### src/rtl/slv_mem_mdl_sat_cnt.sv
// rtl/slv_mem_mdl_sat_cnt.sv - saturating up-counter, cleared only by reset
module sat_cnt #(
  parameter int BIT_WIDTH = 16
) (
  input  logic                 i_clk,
  input  logic                 i_sync_rst,
  input  logic                 i_incr,
  output logic [BIT_WIDTH-1:0] o_cnt
);
  logic [BIT_WIDTH-1:0] r_cnt;

  always_ff @(posedge i_clk) begin
    if (i_sync_rst) begin
      r_cnt <= '0;
    end else if (i_incr && (r_cnt != {BIT_WIDTH{1'b1}})) begin
      r_cnt <= r_cnt + 1'b1;
    end
  end

  assign o_cnt = r_cnt;
endmodule

### config.mk
export PLATFORM = sky130hd
export DESIGN_NAME = sat_cnt
export DESIGN_NICKNAME = d
export VERILOG_FILES = /design/src/rtl/slv_mem_mdl_sat_cnt.sv
export SDC_FILE = /design/constraint.sdc
export NUM_CORES = 1
export LEC_CHECK = 0
export CAP_MARGIN = 20
export CORE_AREA = 5 5 60 62
export CTS_BUF_LIST = sky130_fd_sc_hd__clkbuf_4 sky130_fd_sc_hd__clkbuf_8
export DETAILED_ROUTE_END_ITERATION = 7
export DIE_AREA = 0 0 65 67
export HOLD_SLACK_MARGIN = 0.15
export PLACE_DENSITY_LB_ADDON = 0.25
export SLEW_MARGIN = 40
export SYNTH_ARGS = -nofsm -noshare
export SYNTH_HDL_FRONTEND = slang
export SYNTH_SLANG_ARGS = --single-unit
### constraint.sdc
create_clock -name i_clk -period 2.7 [get_ports i_clk]
set_input_delay 0.54 -clock i_clk [delete_from_list [all_inputs] [get_ports i_clk]]
set_output_delay 0.54 -clock i_clk [all_outputs]
set_load 0.05 [all_outputs]
## Word-level counts from Yosys, hierarchy flattened

Cells that the tools add are included.
Widths: inputs -> output; s select.

- Flip-flop bits (word level): 16
- Input port bits: 3

- Reductions and logical operators: 1
- Add/subtract/negate cells: 1
- Eq/ne operators: 1

Operator list:

| cell | count |
|---|---|
| $add 16x1->16 const B | 1 |
| $ne 16x16->1 const B | 1 |
| $logic_and 1x1->1 | 1 |

## Longest topological paths before layout

Gate-level depths: netlist of run 1.

- Depth in word-level cells: 2
- Gate-level depth with buffers: 6
- Mapped depth without buffers: 5

## Worst setup path after synthesis of run 1

OpenSTA, ideal clock, no wires.

- Kind: flip-flop to flip-flop
- Start point: register r_cnt[10] (netlist: o_cnt[10])
- End point: register r_cnt[15] (netlist: o_cnt[15])
- Setup time: 70 ps
- Cell stages (with the launch flop): 5
- Path slack: 722 ps
- Period minus slack after synthesis: 1978 ps
- Arrival: 1908 ps
- Path buffers: 0
- Path through: dfxtp_1 -> nand3_1 -> or4_1 -> or4_1 -> a21oi_1

- Longest elaborated chain between the ends: 2
- Elaborated cells on any way between the ends: 3

RTL lines:

| what | RTL line | RTL |
|---|---|---|
| start: declaration | 10 | `logic [BIT_WIDTH-1:0] r_cnt;` |
| start signal: assignment | 16 | `r_cnt <= r_cnt + 1'b1;` |
| branches (longest 2 deep; another with $add 16x1->16) | n/a |  |

Several ways; the timed one is not identified.
A chain may end at the register's enable or synchronous reset.

## Final worst setup path of run 1

- Start point: register r_cnt[5] (netlist: o_cnt[5])
- End point: output port o_cnt[5]

RTL lines:

| what | RTL line | RTL |
|---|---|---|
| end: declaration | 8 | `output logic [BIT_WIDTH-1:0] o_cnt` |

No word-level cell between the ends.

==> results of run 1 <==
synthesized netlist by cell type:
master / n
dfxtp_1: 16
a21oi_1: 10
or4_1: 7
nand2_1: 6
nand3_1: 6
nor2_1: 6
o31ai_1: 6
nor3_1: 4
o21ai_0: 4
and4_1: 3
inv_1: 3
nand4_1: 3
or3_1: 3
clkbuf_1: 2
nor2b_1: 2
nor4_1: 2
xnor2_1: 2
and3_1: 1
buf_1: 1
buf_2: 1
ha_1: 1
mux2_2: 1
mux2i_1: 1
nand2_2: 1
nand3b_1: 1
nand4_4: 1
nor4_4: 1
nor4bb_1: 1
o21a_1: 1
o311ai_0: 1
o41ai_1: 1
layer usage:
metal	part of all wire, %	global-route usage, %
met4	2.1	5.54
met3	4.7	2.87
met1	46	12.4
met5	0	0
met2	47	18.5
how the worst max path moves through the flow:
stage                                         to  slack, ns  depth (start not counted)
after floorplan           o_cnt[15]$_SDFFE_PP0P_       0.72                          4
after global placement    o_cnt[11]$_SDFFE_PP0P_       0.55                          4
after detailed placement  o_cnt[11]$_SDFFE_PP0P_       0.51                          4
after CTS                               o_cnt[5]       0.50                          1
after global routing                    o_cnt[5]       0.44                          1
final                                   o_cnt[5]       0.52                          1
stage by stage:
stage	util [%]	hold WS (ns)	instance area, µm²
3_3_place_gp	35.9	0.521	1070
5_1_grt	37.1	0.577	1100
4_1_cts	37.1	0.540	1100
6_report	37.1	0.542	1100
3_5_place_dp	35.9	0.521	1070
2_1_floorplan	-	0.700	848
area by class of cell:
| class | instances | share of cell area [%] |
|---|---|---|
| repair buffers | 20 | 17.7 |
| well taps | 33 | 3.74 |
| clock buffers | 4 | 3.28 |
| multi-input cells | 76 | 45.3 |
| flip-flops and latches | 16 | 29.0 |
| inverters | 3 | 1.02 |
placed cells by master, fill, tap and decap left out:
| cell | count |
|---|---|
| xnor2_1 | 2 |
| dfxtp_1 | 16 |
| o41ai_1 | 1 |
| nor4_1 | 2 |
| and3_1 | 1 |
| nor2_1 | 6 |
| nand4_1 | 3 |
| nor2b_1 | 2 |
| and4_1 | 3 |
| mux2_2 | 1 |
| nand4_4 | 1 |
| buf_4 | 2 |
| nand2_2 | 1 |
| nand3b_1 | 1 |
| nor4_4 | 1 |
| clkbuf_4 | 3 |
| nand2_1 | 6 |
| clkdlybuf4s50_1 | 18 |
| o311ai_0 | 1 |
| mux2i_1 | 1 |
| nand3_1 | 6 |
| o21ai_0 | 4 |
| or4_1 | 7 |
| nor3_1 | 4 |
| or3_1 | 3 |
| o21a_1 | 1 |
| inv_1 | 3 |
| clkbuf_8 | 1 |
| nor4bb_1 | 1 |
| o31ai_1 | 6 |
| ha_1 | 1 |
| a21oi_1 | 10 |
power by group through the flow:
stage	registers [mW]	logic (mW)	clock network, mW
final	0.241	0.0277	0.164
after global routing	0.242	0.0307	0.182
after CTS	0.241	0.0279	0.173
after detailed placement	0.246	0.0277	0
after global placement	0.246	0.0275	0
after floorplan	0.254	0.00859	0
cells by family after synthesis:
| kind of cell | after synthesis | synth area share [%] |
|---|---|---|
| simple gates | 48 | 36.4 |
| compound gates | 23 | 16.5 |
| flops | 16 | 37.8 |
| buf+inv | 7 | 3.24 |
| xor+xnor | 2 | 2.07 |
| mux | 2 | 2.51 |
| fa+ha+maj | 1 | 1.47 |
==> flow_metrics.py, run 1 <==
metrics = {
    "outcome": {
        "status": "completed",
    },
    "power": {
        "p_sw_mw": 0.103,
        "clock_power_share_pct": 37.9,
        "power_mw": 0.433,
        "p_leak_nw": 0.350,
        "peakVddDrop_mv": 0.149,
        "powerDensity_nw_per_um2": 392,
        "switching_share_pct": 23.7,
        "p_int_mw": 0.330,
        "pwr-share-comb_pct": 6.4,
        "p_seq_share_pct": 55.7,
    },
    "worst_hold_path": {
        "min_delay_worst_endpoint": "o_cnt[1]$_SDFFE_PP0P_",
        "hold_class": "reg2reg",
        "holdPathStages": 2,
        "min_from": "o_cnt[1]$_SDFFE_PP0P_",
    },
    "worst_setup_path": {
        "crit_required_ns": 2.16,
        "worstSetupStartpoint": "o_cnt[5]$_SDFFE_PP0P_",
        "critical_path.top_delay_family": "buffers and inverters",
        "reg2reg_from": "o_cnt[13]$_SDFFE_PP0P_",
        "critPathSlowestCell": "clkdlybuf4s50_1",
        "path_buf_inv": 1,
        "path_cells": "clkdlybuf4s50_1",
        "regToRegEndpoint": "o_cnt[11]$_SDFFE_PP0P_",
        "critPathKind": "reg2out",
        "cp_slowest_stage_delay_ns": 0.86,
        "cp_max_fo": 7,
        "critPathArrivalTime_ns": 1.64,
        "r2r_setup_slack_ns": 0.87,
        "end_kind": "output pin",
        "startpoint_type": "register",
        "reg2regPathDepth": 5,
    },
    "placed_design": {
        "pre_cts_ws_ns": 0.512,
        "portBuffers": 18,
        "dp_hpwl_mm": 1.51,
        "globalplace.congestion": 0.751,
        "place_inst": 148,
    },
    "routing": {
        "route.detailed.drc": 0,
        "first_pass_iters": 4,
        "via_per_inst": 5.45,
        "wl_per_cell_um": 13.4,
        "drtIter0Drc": 12,
        "finalWirelength_mm": 2.04,
        "antenna_left": 0,
        "vias": 828,
    },
    "timing": {
        "drv_slew": 0,
        "min_period_ns": 2.18,
        "setup_viol_count_final": 0,
        "fmax_ghz": 0.458,
        "hold_viol": 0,
        "rsz0062_at_grt": "no",
        "clock_skew_ns": 0.00118,
        "fin_crit_sh_pct": 80.9,
        "tns_ns": 0,
        "tightest_slew_ns": 0.737,
        "fin_ws_ns": 0.516,
        "relSlewSlack_pct": 50.2,
    },
    "clocking": {
        "root_buffer": "clkbuf_4",
        "cts_tree": "built",
        "clockBufferDepth": 2,
        "cts_buffers": 3,
        "cts_setup_buffers": 0,
        "cts_hold_buf": 0,
        "htreeDepth": 1,
        "cts.sinks": 16,
        "clk_latency_ns": 0.29,
        "clk_pin_slew_worst_paths_ns": 0.10,
        "post_cts_resized": 0,
    },
    "floorplan": {
        "die_h_um": 67,
        "fp.dieArea_um2": 4360,
        "die_w_um": 65,
        "start_util_pct": 28.5,
        "coreArea_um2": 2980,
        "num_io_pins": 19,
        "row_count": 20,
    },
    "layout": {
        "register_area_um2": 320,
        "drive_above_1_share_pct": 8.40,
        "fin_nets": 124,
        "fillCellCount": 331,
        "area_growth_syn_to_layout_pct": 30.2,
        "num_antenna_cells": 0,
        "largest_reg_flops": 16,
        "layout.cells.non_filler": 152,
        "multi_input_area_um2": 500,
    },
    "flow_run": {
        "max_cap_viol_count": 0,
    },
    "synth": {
        "yosys.area.top_type_share_pct": 37.8,
        "synth.distinct_cells": 31,
        "synth_nets": 103,
        "synthesis.area_um2": 848,
        "syn_area_per_cell_um2": 8.57,
        "yosys-top-cells-area": "dfxtp_1 38%, or4_1 6.2%, a21oi_1 5.9%",
        "ys_warn_count": 0,
        "yosysSeqAreaShare_pct": 37.8,
        "netlist_instances": 99,
        "post-synth-top-area-cell": "dfxtp_1",
        "ys_ff_latch": 16,
    },
    "global_routing": {
        "gr-total-overflow": 0,
        "grt_usage_pct": 10.9,
        "grt_pass1_wl_mm": 3.67,
        "grt_pass1_vias": 793,
        "antenna_found_initial": 0,
        "grt_max_degree": 12,
    },
}
Power figures use the tool's default switching activity.
==> inputs of run 2 (changes only) <==
==> constraint.sdc (replaced) <==
create_clock -name i_clk -period 2.15 [get_ports i_clk]
set_input_delay 0.43 -clock i_clk [delete_from_list [all_inputs] [get_ports i_clk]]
set_output_delay 0.43 -clock i_clk [all_outputs]
set_load 0.05 [all_outputs]
==> run 2 against run 1 <==
Die area unchanged. Hold slack got worse by 0.0019 ns. Core utilization up 0.50 points. Clock power is 23% higher. Global-route usage increased by 0.55 points. Combinational power is 30% higher. Count of clock-buffer cells in the layout is the same. Cell area is 1.4% higher. Register-to-register slack lost 0.61 ns. Final cell count increased by 1.3%. Via count grew 4.0%. Non-clock buffer count is 2 higher. Largest cell class unchanged. Highest routed layer unchanged.
==> flow_metrics.py, run 2 (synthesis results as in run 1) <==
metrics = {
    "timing": {
        "drv_slew": 0,
        "tightest_slew_ns": 0.626,
        "setup_viol_count_final": 0,
        "tns_ns": 0,
        "clock_skew_ns": 0.000986,
        "fin_crit_sh_pct": 95.9,
        "rsz0062_at_grt": "no",
        "min_period_ns": 2.06,
        "fmax_ghz": 0.485,
        "hold_viol": 0,
        "relSlewSlack_pct": 57.7,
    },
    "floorplan": {
        "coreArea_um2": 2980,
        "die_w_um": 65,
        "row_count": 20,
        "num_io_pins": 19,
        "start_util_pct": 28.5,
        "fp.dieArea_um2": 4360,
        "die_h_um": 67,
    },
    "routing": {
        "via_per_inst": 5.59,
        "finalWirelength_mm": 2.19,
        "vias": 861,
        "wl_per_cell_um": 14.2,
        "antenna_left": 0,
        "route.detailed.drc": 0,
        "drtIter0Drc": 11,
        "first_pass_iters": 4,
    },
    "layout": {
        "largest_reg_flops": 16,
        "area_growth_syn_to_layout_pct": 32.0,
        "drive_above_1_share_pct": 9.92,
        "final_cell_mix": "18 x clkdlybuf4s50_1, 16 x dfxtp_1, 10 x a21oi_1",
        "num_antenna_cells": 0,
        "layout_commonest_cell": "clkdlybuf4s50_1",
        "fin_nets": 126,
        "final_util_pct": 37.6,
        "fillCellCount": 323,
    },
    "global_routing": {
        "grt_pass1_wl_mm": 3.86,
        "grt_pass1_vias": 827,
        "gr-total-overflow": 0,
        "grt_max_degree": 19,
        "antenna_found_initial": 0,
        "grt_usage_pct": 11.4,
    },
    "worst_setup_path": {
        "path_buf_inv": 1,
        "critPathSlowestCell": "clkdlybuf4s50_1",
        "crit_required_ns": 1.72,
        "startpoint_type": "register",
        "cp_slowest_stage_delay_ns": 0.86,
        "end_kind": "output pin",
        "critPathKind": "reg2out",
        "critPathArrivalTime_ns": 1.63,
        "critical_path.top_delay_family": "buffers and inverters",
        "path_cells": "clkdlybuf4s50_1",
        "cp_max_fo": 7,
    },
    "clocking": {
        "cts.sinks": 16,
        "cts_buffers": 3,
        "clk_pin_slew_worst_paths_ns": 0.10,
        "clk_latency_ns": 0.29,
        "cts_hold_buf": 0,
        "root_buffer": "clkbuf_4",
        "post_cts_resized": 0,
        "htreeDepth": 1,
        "clockBufferDepth": 2,
        "cts_setup_buffers": 0,
        "cts_tree": "built",
    },
    "power": {
        "switching_share_pct": 23.0,
        "clock_power_share_pct": 37.2,
        "peakVddDrop_mv": 0.187,
        "powerDensity_nw_per_um2": 482,
        "p_leak_nw": 0.359,
        "pwr-share-comb_pct": 6.7,
        "p_int_mw": 0.416,
        "p_seq_share_pct": 56.1,
        "p_sw_mw": 0.124,
    },
    "placed_design": {
        "globalplace.congestion": 0.871,
        "dp_hpwl_mm": 1.63,
        "portBuffers": 18,
    },
    "outcome": {
        "status": "completed",
    },
    "flow_run": {
        "max_cap_viol_count": 0,
    },
    "worst_hold_path": {
        "hold_class": "reg2reg",
    },
}
-- run 2: layout make-up --
| cell class | count | area, µm² | share of cell area [%] |
|---|---|---|---|
| sequential | 16 | 320 | 28.6 |
| timing repair buffer | 22 | 210 | 18.8 |
| clock buffer | 4 | 36.3 | 3.24 |
| inverter | 3 | 11.3 | 1.01 |
| tap | 33 | 41.3 | 3.69 |
| multi-input combinational | 76 | 500 | 44.7 |
-- run 2: final timing paths --
path              slack, ns                endpoint  cells after the start             startpoint
setup reg to reg       0.26  o_cnt[11]$_SDFFE_PP0P_                      6  o_cnt[0]$_SDFFE_PP0P_
setup / recovery       0.09                o_cnt[5]                      1  o_cnt[5]$_SDFFE_PP0P_
hold / removal         0.54   o_cnt[9]$_SDFFE_PP0P_                      2  o_cnt[9]$_SDFFE_PP0P_
hold reg to reg        0.54   o_cnt[9]$_SDFFE_PP0P_                      2  o_cnt[9]$_SDFFE_PP0P_
-- run 2: layer usage --
layer	global-route usage (%)	up-vias	share of wire (%)
li1	-	429	-
met1	14.1	410	45
met2	18.9	20	50
met3	2.19	2	4.2
met4	5.54	0	0.55
met5	0	-	0
-- run 2: power groups by stage --
stage | combinational [mW] | clock, mW | sequential [mW]
global route | 0.0395 | 0.222 | 0.304
CTS | 0.0364 | 0.213 | 0.303
detailed placement | 0.0362 | 0 | 0.310
floorplan | 0.0108 | 0 | 0.319
finish | 0.0361 | 0.201 | 0.303
global placement | 0.0360 | 0 | 0.310
-- run 2: metrics by stage --
stage | power (mW) | cell area (µm²) | std cells | setup slack (ns) | hold WS, ns
after CTS | 0.553 | 1120 | 154 | 0.0674 | 0.538
final | 0.540 | 1120 | 154 | 0.0879 | 0.541
after global routing | 0.565 | 1120 | 154 | 0.00106 | 0.574
after detailed placement | 0.346 | 1080 | 150 | 0.247 | 0.518
after global placement | 0.345 | 1080 | 150 | 0.295 | 0.515
after floorplan | 0.330 | 848 | 99 | 0.172 | 0.590
